--- src/rtl/mult_arb_pkg.sv ---
// mult_arb_pkg: shared FSM encoding and width helper for the multiplier arbiter
package mult_arb_pkg;
  typedef enum logic [1:0] {
    IDLE = 2'd0,
    CALC = 2'd1,
    RESP = 2'd2
  } state_t;
  function automatic int clog2(input int v);
    int r;
    r = 0;
    while ((1 << r) < v) r++;
    return r;
  endfunction
endpackage

--- src/rtl/mult_array.sv ---
// mult_array: combinational unsigned array multiplier built from shifted partial products
module mult_array #(
  parameter int W = 4
) (
  input  logic [W-1:0]   i_a,
  input  logic [W-1:0]   i_b,
  output logic [2*W-1:0] o_z
);
  // accumulate one partial-product row per bit of i_b
  always_comb begin
    o_z = '0;
    for (int i = 0; i < W; i++) o_z = o_z + ({{W{1'b0}}, i_a & {W{i_b[i]}}} << i);
  end
endmodule

--- src/rtl/mult_arb_ctrl.sv ---
// mult_arb_ctrl: round-robin sharing of one array multiplier among requesters
module mult_arb_ctrl
  import mult_arb_pkg::*;
#(
  parameter int DATA_WIDTH = 4,
  parameter int NUM_REQ = 4,
  parameter int MULT_LAT = 1,
  localparam int ID_W = clog2(NUM_REQ),
  localparam int CW = clog2(MULT_LAT + 1)
) (
  input  logic                             clk,
  input  logic                             rst,
  input  logic [NUM_REQ-1:0]               req_valid,
  output logic [NUM_REQ-1:0]               req_ready,
  input  logic [NUM_REQ*DATA_WIDTH-1:0]    req_a,
  input  logic [NUM_REQ*DATA_WIDTH-1:0]    req_b,
  output logic                             rsp_valid,
  input  logic                             rsp_ready,
  output logic [2*DATA_WIDTH-1:0]          rsp_z,
  output logic [ID_W-1:0]                  rsp_id,
  output logic                             busy
);
  localparam logic [CW-1:0] LAST = CW'(MULT_LAT - 1);
  localparam logic [NUM_REQ-1:0] ONE = NUM_REQ'(1);
  state_t r_state, w_next;
  logic [ID_W-1:0] r_last, r_id, w_grant;
  logic [CW-1:0] r_cnt;
  logic [DATA_WIDTH-1:0] r_a, r_b;
  logic [2*DATA_WIDTH-1:0] w_z;
  logic [ID_W-1:0] w_idx [NUM_REQ];
  logic [NUM_REQ-1:0] w_hit;
  logic w_any, w_done, w_take;
  assign w_any = |req_valid;
  assign w_take = r_state == IDLE && w_any;
  assign w_done = r_cnt == LAST;
  for (genvar k = 0; k < NUM_REQ; k++) begin : g_rr
    assign w_idx[k] = ID_W'((int'(r_last) + 1 + k) % NUM_REQ);
    assign w_hit[k] = req_valid[w_idx[k]];
  end
  // first hit in rotated order, starting just after the last grant
  always_comb begin
    w_grant = '0;
    for (int k = NUM_REQ - 1; k >= 0; k--) if (w_hit[k]) w_grant = w_idx[k];
  end
  // next state and handshake outputs
  always_comb begin
    w_next = r_state;
    if (w_take) w_next = CALC;
    if (r_state == CALC && w_done) w_next = RESP;
    if (r_state == RESP && rsp_ready) w_next = IDLE;
    req_ready = w_take ? ONE << w_grant : '0;
    rsp_valid = r_state == RESP;
    busy = r_state != IDLE;
  end
  // state register
  always_ff @(posedge clk) r_state <= rst ? IDLE : w_next;
  // operand latch on accept, multicycle count, product capture on last CALC edge
  always_ff @(posedge clk) begin
    if (rst) begin
      r_last <= ID_W'(NUM_REQ - 1);
      r_cnt <= '0;
      r_a <= '0;
      r_b <= '0;
      r_id <= '0;
      rsp_z <= '0;
      rsp_id <= '0;
    end else begin
      if (w_take) begin
        r_a <= req_a[w_grant*DATA_WIDTH +: DATA_WIDTH];
        r_b <= req_b[w_grant*DATA_WIDTH +: DATA_WIDTH];
        r_id <= w_grant;
        r_last <= w_grant;
        r_cnt <= '0;
      end
      if (r_state == CALC) begin
        r_cnt <= w_done ? '0 : r_cnt + CW'(1);
        if (w_done) begin
          rsp_z <= w_z;
          rsp_id <= r_id;
        end
      end
    end
  end
  mult_array #(.W(DATA_WIDTH)) u_mul (.i_a(r_a), .i_b(r_b), .o_z(w_z));
endmodule

--- config.mk ---
export PLATFORM = sky130hd
export DESIGN_NAME = mult_arb_ctrl
export DESIGN_NICKNAME = d
export VERILOG_FILES = /design/src/rtl/mult_arb_pkg.sv /design/src/rtl/mult_array.sv /design/src/rtl/mult_arb_ctrl.sv
export SDC_FILE = /design/constraint.sdc
export NUM_CORES = 1
export LEC_CHECK = 0
export BUFFER_PORTS_ARGS = -buffer_cell sky130_fd_sc_hd__buf_2
export CAP_MARGIN = 20
export CORE_UTILIZATION = 45
export DETAILED_ROUTE_END_ITERATION = 10
export GPL_ROUTABILITY_DRIVEN = 0
export PLACE_DENSITY_LB_ADDON = 0.1
export SLEW_MARGIN = 20
export SYNTH_ARGS = -nofsm -noshare
export SYNTH_HDL_FRONTEND = slang
export SYNTH_SLANG_ARGS = --single-unit
--- constraint.sdc ---
create_clock -name clk -period 7.2 [get_ports clk]
set_input_delay 0.36 -clock clk [delete_from_list [all_inputs] [get_ports clk]]
set_output_delay 0.36 -clock clk [all_outputs]
set_load 0.005 [all_outputs]
* Word level (Yosys, flattened, before mapping)
Cells that the tools add are included. W data, S select, Z words.
Word-level totals: flip-flop bits (word level) 25, latch bits 0, bits in writable memories 0, ROM bits 0, logic and storage cells 60, memories 0
Operators by class: add/subtract/negate cells 8, multiply operators 0, div/mod/pow operators 0, $lt $le $gt $ge 4, equality and inequality tests 2, shift-type cells 3, mux-type cells 18, bitwise operators 5, reduce and logical (&&, ||, !) cells 11
Operators by type and width (number):
- $shiftx A16 B5 Y4 | 2
- $and A4 B4 Y4 | 4
- $lt A2 B3 Y1 const B | 4
- $mux W2 | 6
- $add A7 B7 Y8 | 1
- $bmux W1 S2 | 4
- $add A6 B6 Y7 | 1
- $mux W1 | 7
- $add A2 B2 Y2 const B | 3
- $add A4 B5 Y6 | 1
- $reduce_bool A2 Y1 | 3
- $mux W4 | 1
- $reduce_or A4 Y1 | 1
- $shl A1 B2 Y4 const A | 1
- $logic_and A1 B1 Y1 | 3
- $reduce_or A3 Y1 | 1
- $add A2 B1 Y2 const B | 1
- $eq A2 B1 Y1 const B | 1
- $eq A2 B2 Y1 const B | 1
- $logic_not A2 Y1 | 1
- $reduce_and A2 Y1 | 1
- $reduce_or A2 Y1 | 1
- $add A1 B1 Y1 const B | 1
- $not A1 Y1 | 1

* Longest topological paths before layout
Gate-level depths: netlist (run 1).
depth in word-level cells 10, mapped depth 12, depth with buffers taken out 12

* By module
Synthesis (run 1) repeated with hierarchy kept, for this count alone.
Unflattened totals: cell total of the unflattened synthesis 196, area total of the unflattened synthesis 1650.3 um2
Modules (own cells, without submodules):
- mult_arb_ctrl | instances 1, cells each 154, area an instance 1265.0 um2, sequential area each 480.5 um2
- mult_array | instances 1, cells each 42, area an instance 385.4 um2, sequential area each 0.0 um2

* Worst setup path after synthesis (run 1)
No wires, ideal clock.
path type reg2reg, start register r_a[1], end register rsp_z[7], setup time 0.070 ns, arrival 2.635 ns, slack 4.495 ns, stages on the path, launching flop included 12, path buffers 0, cells stage by stage dfxtp_1 > and2_1 > fa_1 > fa_1 > ha_1 > inv_1 > fa_1 > nor2b_1 > o21a_1 > nor3_1 > nand3b_1 > a21oi_1
Between the ends: cells in the longest elaborated chain, start to end 4, elaborated cells on any way between the ends 7, classes of those cells add/sub (3); bitwise (4)
RTL lines:
- from (decl) | line mult_arb_ctrl.sv:28 | logic [DATA_WIDTH-1:0] r_a, r_b;
- from (signal assigned) | line mult_arb_ctrl.sv:69 | r_a <= req_a[w_grant*DATA_WIDTH +: DATA_WIDTH];
- $and A4 B4 Y4 | line mult_array.sv:12 | for (int i = 0; i < W; i++) o_z = o_z + ({{W{1'b0}}, i_a & {W{i_b[i]}}} << i);
- $add A4 B5 Y6 | line mult_array.sv:12
- $add A6 B6 Y7 | line mult_array.sv:12
- $add A7 B7 Y8 * | line mult_array.sv:12
- to (signal assigned) | line mult_arb_ctrl.sv:78 | rsp_z <= w_z;
- to (decl) | line mult_arb_ctrl.sv:19 | output logic [2*DATA_WIDTH-1:0] rsp_z,
Every way passes the cells marked *; elsewhere a longest branch is shown, timed or not. A chain may end at the register's enable or synchronous reset.

* Worst setup path in the final report (run 1)
Same ends and word-level chain as after synthesis.

==> results of run 1 <==
==> registers in the layout (all words and copies together) (netlist names) <==
| name | count |
|---|---|
| r_b | 4 |
| rsp_id | 2 |
| r_a | 4 |
| r_last | 2 |
| r_id | 2 |
| r_state | 2 |
| rsp_z | 8 |
==> synth_stat cells, drive strengths merged (2+ instances only) <==
master	instances	area (µm²)
nand2	26	97.6
dfxtp	24	480
a21oi	16	80.1
mux2i	16	160
and2	12	75.1
nor2	12	47.6
ha	10	125
inv	9	33.8
nand3b	9	67.6
o221ai	7	61.3
fa	5	100
clkbuf	4	15.0
nor3	4	20.0
buf	3	31.3
nor2b	3	18.8
a21o	2	15.0
a311oi	2	17.5
nand2b	2	12.5
o21bai	2	15.0
xnor2	2	17.5
==> kinds of logic after synthesis <==
kind of cell / synth area share, %
AOI/OAI and AO/OA: 15.5
xor gates and xnor gates: 1.12
adders and majority gates: 14.4
buffers and inverters: 5.12
DFF: 30.7
muxes: 10.2
and+or+nand+nor: 22.9
==> final cells by class <==
type,count,share of cell area (%)
Multi-Input combinational cell,140,53.0
Sequential cell,24,25.0
Timing Repair Buffer,55,14.6
Tap cell,46,2.99
Inverter,9,1.75
Clock inverter,1,1.56
Clock buffer,3,1.17
==> critical path: cells and delay by family, from the launching register on <==
family | cells | cell delay [ps]
fa+ha+maj | 4 | 1660
simple gates | 4 | 500
flops | 1 | 370
compound gates | 2 | 290
buf+inv | 1 | 60
==> per-stage QoR <==
step | setup slack, ps | cell area [µm²] | cells
2_1_floorplan | 4490 | 1560 | 180
3_3_place_gp | 4390 | 1860 | 273
3_5_place_dp | 4260 | 1860 | 273
4_1_cts | 4220 | 1910 | 277
5_1_grt | 4060 | 1930 | 278
6_report | 4260 | 1930 | 278
==> cells in the final DEF (no fill, tap or decap), types with 3 or more instances in the layout <==
cell type,count
o221ai_1,7
and2_1,12
ha_1,10
nor2_1,11
buf_2,54
nor3_1,4
nand3b_1,9
clkbuf_4,3
nor2b_1,3
nand2_1,26
a21oi_1,16
fa_1,5
dfxtp_1,24
mux2i_1,16
inv_1,9
==> per-layer routing <==
layer  vias to the layer above  part of all wire (%)  global-route usage, %  wire [µm]
met4                         0                  0.74                   4.87         25
met5                         -                     0                      0          0
li1                        737                     -                      -          -
met3                         4                   3.6                   4.90        120
met2                        28                    51                   37.5       1710
met1                       656                    45                   22.9       1510
==> final timing paths <==
kind | start | end | depth (start not counted)
max | r_a[1] | rsp_z[7] | 11
min | rsp_ready | r_state[1] | 4
max reg2reg | r_a[1] | rsp_z[7] | 11
min reg2reg | rsp_z[6] | rsp_z[6] | 2
==> power by group through the flow <==
stage | registers (W) | clock network (W) | logic [W]
after floorplan | 0.000161 | 0 | 0.0000796
after global placement | 0.000164 | 0 | 0.000107
after detailed placement | 0.000166 | 0 | 0.000109
after CTS | 0.000163 | 0.000102 | 0.000109
after global routing | 0.000165 | 0.000106 | 0.000125
final | 0.000163 | 0.000101 | 0.000110
==> flow_metrics.tcl, run 1 <==
set metrics [dict create \
    syn_area_per_cell_um2 8.68 \
    grt_pass1_wl_um 5540 \
    routed-via-count 1425 \
    antenna_cells 0 \
    crit_top_cell "fa_1" \
    ios 55 \
    worstPathArrival_ps 3210 \
    ys_async_sr_fraction_pct 0 \
    p_per_area_nw_per_um2 194 \
    antenna_found_initial 0 \
    grt_usage_pct 20.1 \
    insertion_delay_ps 330 \
    ys.flop_type "dfxtp_1" \
    tightest_slew_ps 712 \
    clock_sinks 24 \
    final_antenna_net_count 0 \
    syn_nets 234 \
    critPathLaunchType "flop" \
    cts-resized-gates 0 \
    cts_tree "yes" \
    clock-skew-final_ps 9.02 \
    hpwl_um 2670 \
    reg2reg_setup_slack_ps 4260 \
    layout-drive-gt1-share_pct 27.2 \
    start_util_pct 46.8 \
    io_buffers 54 \
    max_stage_delay_ps 560 \
    post_cts_buffers 0 \
    maxCapViolCount 0 \
    hold_ws_ps 315 \
    grt_pass1_vias 1340 \
    multi_input_area_um2 1020 \
    ys_seq_area_share_pct 30.7 \
    grt_max_degree 26 \
    fin_util_pct 57.7 \
    synth_edf_count 0 \
    rsz0062_at_grt "no" \
    floorplan.die.height_um 60.9 \
    overflow 0 \
    numCtsBuffers 3 \
    fill_cells 331 \
    clkSlewWorstSetupHoldPaths_ps 140 \
    ctsLongestPathBuffers 2 \
    viasPerCell 5.13 \
    syn_area_um2 1560 \
    core_um2 3340 \
    finalSetupTns_ps 0 \
    drt-total-wl_um 3360 \
    drv_slew 0 \
    p_leak_nw 0.935 \
    h-tree-depth 1 \
    worstPathMaxFanout 5 \
    crit_chain "and2_1, fa_1, fa_1, ha_1, inv_1, fa_1, nor2b_1, o21a_1, nor3_1, nand3b_1, a21oi_1" \
    slew_headroom_pct 52.5 \
    area_delta_synth_final_pct 23.2 \
    ys_ff_latch 24 \
    ir_worst_vdd_uv 111 \
    p_switching_w 0.000117 \
    seqPwrFrac_pct 43.6 \
    slowest_stage "fa_1" \
    cts_root_buf "clkbuf_4" \
    fmax_mhz 340 \
    combPwrFrac_pct 29.4 \
    rows 21 \
    critical_path_class "flop to flop" \
    die_x_um 60.9 \
    fin_crit_sh_pct 40.9 \
    worst_setup_path_end_kind "flop" \
    setup_viol 0 \
    fin_nets 287 \
    outcome "completed" \
    wire_per_inst_um 12.1 \
    cp.required_ps 7470 \
    clockPowerShare_pct 27.0 \
    drt_first_iter_violations 44 \
    drcViolationCount 0 \
    floorplan.die_area_um2 3710 \
    seq_area_um2 480 \
    netSwitchingFraction_pct 31.5 \
    synthCells 180 \
    firstDrtPassIters 4 \
    hold_viol 0 \
    hold_buffers 0 \
    power.internal_w 0.000256 \
    yosysWarningCount 0 \
    synth_cell_types 33 \
    hp-class "input port to flop" \
    fin_crit_ps 2940 \
    power_w 0.000373 \
]
No activity file was read; power rests on OpenSTA's default activity.
==> run 2, diff against run 1 <==
--- a/config.mk
+++ b/config.mk
@@ -5,6 +5,7 @@
 export SDC_FILE = /design/constraint.sdc
 export NUM_CORES = 1
 export LEC_CHECK = 0
+export ABC_AREA = 1
 export BUFFER_PORTS_ARGS = -buffer_cell sky130_fd_sc_hd__buf_2
 export CAP_MARGIN = 20
 export CORE_UTILIZATION = 45
==> constraint.sdc (replaced) <==
create_clock -name clk -period 2.6 [get_ports clk]
set_input_delay 0.13 -clock clk [delete_from_list [all_inputs] [get_ports clk]]
set_output_delay 0.13 -clock clk [all_outputs]
set_load 0.005 [all_outputs]
==> run 2 against run 1 <==
  * Routed wire length is 20% higher
  * Clock skew is 3.9 ps lower
  * Sequential power increased to 3.1 times the previous value
  * Sequential share of layout area is 3.8 points lower
  * Sequential cell count unchanged
  * Critical path depth shrank 1
  * Via count grew 38%
  * Combinational power increased to 9.4 times the previous value
  * Count of clock-buffer cells in the layout unchanged
==> flow_metrics.tcl, run 2 <==
set metrics [dict create \
    outcome "completed" \
    overflow 0 \
    clockPowerShare_pct 17.1 \
    syn_area_um2 1850 \
    cts_tree "yes" \
    clkSlewWorstSetupHoldPaths_ps 80 \
    rows 22 \
    area_delta_synth_final_pct 23.1 \
    ctsLongestPathBuffers 2 \
    p_switching_w 0.000823 \
    fin_crit_sh_pct 94.8 \
    ys.flop_type "dfxtp_1" \
    worstPathMaxFanout 2 \
    fin_nets 419 \
    dpl_worst_slack_ps 0.372 \
    die_x_um 66.1 \
    critical_path_class "flop to flop" \
    ys_async_sr_fraction_pct 0 \
    grt_usage_pct 21.1 \
    place_area_um2 2200 \
    ir_worst_vdd_uv 372 \
    h-tree-depth 1 \
    syn_nets 358 \
    layout-drive-gt1-share_pct 21.7 \
    grt_pass1_wl_um 7220 \
    insertion_delay_ps 260 \
    combPwrFrac_pct 55.4 \
    fmax_mhz 406 \
    ios 55 \
    hpwl_um 3270 \
    p_per_area_nw_per_um2 821 \
    synthCells 304 \
    final_common_cell "nand2_1" \
    synth_top_area_share_pct 26.0 \
    routed-via-count 1971 \
    wire_per_inst_um 9.82 \
    seqPwrFrac_pct 27.5 \
    maxCapViolCount 0 \
    max_stage_delay_ps 550 \
    synth_cell_types 26 \
    grt_max_degree 19 \
    core_um2 3800 \
    cp.required_ps 2760 \
    worst_setup_path_end_kind "flop" \
    worstPathArrival_ps 2630 \
    clock_sinks 24 \
    fin_crit_ps 2470 \
    cts_root_buf "clkbuf_8" \
    largest_register_ffs 8 \
    floorplan.die.height_um 66.1 \
    hp-class "input port to flop" \
    synth_edf_count 0 \
    p_leak_nw 1.43 \
    top_regs "rsp_z x8, r_a x4, r_b x4" \
    hold_viol 0 \
    floorplan.die_area_um2 4360 \
    ys_ff_latch 24 \
    slew_headroom_pct 78.3 \
    yosysTopAreaCell "dfxtp_1" \
    fill_cells 405 \
    synthTopCellsByCount "nand2_1, inv_1, nand3_1" \
    hold_ws_ps 53.2 \
    critPathLaunchType "flop" \
    drcViolationCount 0 \
    finalSetupTns_ps 0 \
    antenna_found_initial 0 \
    grt_pass1_vias 1802 \
    numCtsBuffers 3 \
    drt-total-wl_um 4040 \
    post_cts_buffers 0 \
    worst_slack_ps 134 \
    antenna_cells 0 \
    design_area_um2 2270 \
    power.internal_w 0.00104 \
    crit_chain "nand2_1, inv_1, fa_1, fa_1, ha_1, inv_1, fa_2, o21ai_1, xnor2_1, a21oi_1" \
    syn_area_per_cell_um2 6.07 \
    io_buffers 54 \
    netSwitchingFraction_pct 44.1 \
    rsz0062_at_grt "no" \
    viasPerCell 4.78 \
    clock-skew-final_ps 5.17 \
    start_util_pct 48.6 \
    drv_slew 0 \
    drt_first_iter_violations 119 \
    synth_area_leaders "dfxtp_1, nand2_1, inv_1, nand3_1, ha_1" \
    ys_seq_area_share_pct 26.0 \
    firstDrtPassIters 4 \
    slowest_stage "fa_1" \
    final_cell_mix "nand2_1, inv_1, buf_2, nand3_1, nor2_1" \
    final_antenna_net_count 0 \
    post-synth-top-count-cell "nand2_1" \
    setup_viol 0 \
    yosysWarningCount 0 \
    regMostFlops "rsp_z" \
    tightest_slew_ps 325 \
]
[run 2: through the flow]
step	utilization (%)	cells	total power (W)
floorplan	-	304	0.00130
global placement	57.9	408	0.00154
detailed placement	57.9	408	0.00155
CTS	59.7	412	0.00188
global route	59.8	412	0.00207
finish	59.8	412	0.00187
[run 2: area by class of cell]
type	instances	area (µm²)	share of cell area [%]
clock buffer	3	41.3	1.82
multi-input combinational	210	1090	47.8
inverter	63	236	10.4
timing repair buffer	63	338	14.9
sequential	24	482	21.2
tap	48	60.1	2.64
clock inverter	1	30.0	1.32
[run 2: worst paths after layout]
| kind | to | slack [ps] | from | cells past startpoint |
|---|---|---|---|---|
| max reg2reg | rsp_z[7] | 130 | r_a[1] | 10 |
| min reg2reg | rsp_id[1] | 460 | rsp_id[1] | 2 |
| max | rsp_z[7] | 130 | r_a[1] | 10 |
| min | r_state[1] | 50 | rsp_ready | 2 |
[run 2: cells by family after synthesis]
kind of cell / after synthesis / share of synthesized area, %
AOI/OAI and AO/OA: 23 / 7.25
DFF: 24 / 26.0
adders and majority gates: 15 / 12.2
buffers and inverters: 70 / 15.3
and+or+nand+nor: 169 / 37.8
xor gates and xnor gates: 3 / 1.42
[run 2: power by group through the flow]
stage	clock network, W	registers, W	logic (W)
2_1_floorplan	0	0.000526	0.000775
3_3_place_gp	0	0.000518	0.00102
3_5_place_dp	0	0.000520	0.00103
4_1_cts	0.000328	0.000512	0.00104
5_1_grt	0.000345	0.000525	0.00120
6_report	0.000319	0.000513	0.00103
[run 2: worst max-delay path, delay by kind of cell (launching register included)]
family / cells / cell delay [ps]
AO/OA/AOI/OAI: 2 / 220
buffers and inverters: 2 / 110
XOR/XNOR: 1 / 130
AND/OR/NAND/NOR: 1 / 60
flip-flops: 1 / 310
adder cells (fa/ha/maj): 4 / 1530
[run 2: metal layers]
| metal | global-route usage, % | up-vias | share of wire (%) |
|---|---|---|---|
| met3 | 4.14 | 2 | 3.6 |
| met4 | 2.39 | 0 | 0.25 |
| met1 | 25.6 | 886 | 48 |
| li1 | - | 1041 | - |
| met5 | 0 | - | 0 |
| met2 | 39.2 | 42 | 48 |
[run 2: timing repair]
| item | 4_1_cts | 5_1_grt |
|---|---|---|
| endpoints found under the hold margin | 0 | 0 |
| hold buffers | 0 | 0 |
| pin swaps | 0 | 1 |
| gates resized for setup | 1 | 2 |
| setup endpoints to repair | 1 | 3 |
==> run 3, diff against run 2 <==
==> constraint.sdc (replaced) <==
create_clock -name clk -period 3.1 [get_ports clk]
set_input_delay 0.155 -clock clk [delete_from_list [all_inputs] [get_ports clk]]
set_output_delay 0.155 -clock clk [all_outputs]
set_load 0.005 [all_outputs]
==> run 3 against run 2 <==
  * Power shrank 19%
  * Die area is the same
  * Critical endpoint unchanged
  * Non-clock buffer count shrank 8
  * Count of clock-buffer cells in the layout is the same
  * Utilization shrank 1.7 points
  * Hold slack gained 19 ps
  * Critical path depth is the same
  * Routed wire length shrank 0.35%
  * Via count shrank 3.2%
==> flow_metrics.tcl, run 3 (synthesized netlist as in run 2, its figures left out) <==
set metrics [dict create \
    numCtsBuffers 3 \
    final_antenna_net_count 0 \
    crit_chain "nand2_1, inv_1, fa_1, fa_1, ha_1, inv_1, fa_1, o21ai_0, xnor2_1, a21oi_1" \
    critPathTopFamily "adder cells" \
    io_buffers 54 \
    fmax_mhz 369 \
    critPathLaunchType "flop" \
    grt_pass1_wl_um 7090 \
    largest_register_ffs 8 \
    grt_pass1_vias 1736 \
    die_x_um 66.1 \
    worstPathMaxFanout 5 \
    regMostFlops "rsp_z" \
    routed-via-count 1907 \
    layout-drive-gt1-share_pct 19.4 \
    drt_first_iter_violations 87 \
    top_regs "rsp_z x8, r_a x4, r_b x4" \
    setup_viol 0 \
    startpoint "r_a[2]" \
    h-tree-depth 1 \
    max_stage_delay_ps 560 \
    multi_input_area_um2 1080 \
    maxCapViolCount 0 \
    worst_setup_path_end_kind "flop" \
    clkSlewWorstSetupHoldPaths_ps 80 \
    ir_worst_vdd_uv 435 \
    crit_top_cell "fa_1" \
    drcViolationCount 0 \
    cp.required_ps 3240 \
    worstPathArrival_ps 2850 \
    overflow 0 \
    hp-class "input port to flop" \
    floorplan.die_area_um2 4360 \
    antenna_cells 0 \
    floorplan.die.height_um 66.1 \
    core_um2 3800 \
    finalSetupTns_ps 0 \
    worstHoldStart "rsp_ready" \
    cts_root_buf "clkbuf_8" \
    rsz0062_at_grt "no" \
    slew_headroom_pct 59.7 \
    timing.rr.start "r_a[2]" \
    clock_sinks 24 \
    p_leak_nw 1.38 \
    fin_crit_sh_pct 87.4 \
    ctsLongestPathBuffers 2 \
    fill_cells 396 \
    area_delta_synth_final_pct 19.6 \
    grt_max_degree 19 \
    final_cell_mix "nand2_1, inv_1, buf_2, nand3_1, nor2_1" \
    ios 55 \
    hold_viol 0 \
    viasPerCell 4.72 \
    drt-total-wl_um 4030 \
    clock-skew-final_ps 4.78 \
    p_per_area_nw_per_um2 688 \
    post_cts_buffers 0 \
    cts_tree "yes" \
    outcome "completed" \
    crit_buf_inv 2 \
    hold_buffers 0 \
    final_common_cell "nand2_1" \
    insertion_delay_ps 270 \
    antenna_found_initial 0 \
    firstDrtPassIters 4 \
    fin_crit_ps 2710 \
    slowest_stage "fa_1" \
    drv_slew 0 \
    wire_per_inst_um 9.98 \
    grt_usage_pct 20.7 \
    fin_nets 411 \
    critical_path_class "flop to flop" \
    cts-resized-gates 0 \
    hpwl_um 3210 \
    hold_ws_ps 72.3 \
    tightest_slew_ps 602 \
    rows 22 \
    seq_area_um2 480 \
    start_util_pct 48.6 \
]
==> run 3: cell count changes in the layout (fill, tap and decap cells not counted) <==
cell / before / now
dfxtp_1: 23 / 24
dfxtp_2: 1 / 0
fa_1: 4 / 5
o21ai_0: 4 / 5
buf_4: 9 / 1
o21ai_1: 1 / 0
fa_2: 1 / 0
==> run 3: area by class of cell <==
class	instances	area share, %
tap	48	2.72
timing repair buffer	55	12.6
clock inverter	1	1.36
clock buffer	3	1.87
multi-input combinational	210	49.0
inverter	63	10.7
sequential	24	21.7
==> run 3: through the flow <==
step	utilization [%]	instance area, µm²	setup WS (ps)	power, W	instances
global route	58.2	2210	237	0.00169	404
global placement	56.3	2140	461	0.00125	400
CTS	58.2	2210	375	0.00154	404
floorplan	-	1850	535	0.00109	304
finish	58.2	2210	392	0.00152	404
detailed placement	56.3	2140	404	0.00126	400
==> run 3: worst register-to-register path, stage by stage, from the launching register on <==
cell and delay [ps]:
dfxtp_1 400, nand2_1 70, inv_1 70, fa_1 440, fa_1 560, ha_1 150
inv_1 60, fa_1 390, o21ai_0 220, xnor2_1 140, a21oi_1 70
==> run 3: final timing paths <==
check	slack (ps)	to	depth (start not counted)
worst max-delay path	390	rsp_z[7]	10
worst min-delay path	70	r_state[1]	2
worst max register to register	390	rsp_z[7]	10
worst min register to register	460	rsp_z[3]	2
==> run 3: power by group <==
group / switching (W) / internal, W
clock: 0.0000972 / 0.000173
sequential: 0.0000708 / 0.000379
combinational: 0.000513 / 0.000286
total: 0.000681 / 0.000838
==> run 3: layer usage <==
metal	vias up	global-route usage, %	wire length, µm
met5	-	0	0
met1	834	25.9	1970
met3	7	4.14	138
li1	1026	-	-
met4	0	5.05	45
met2	40	36.2	1870
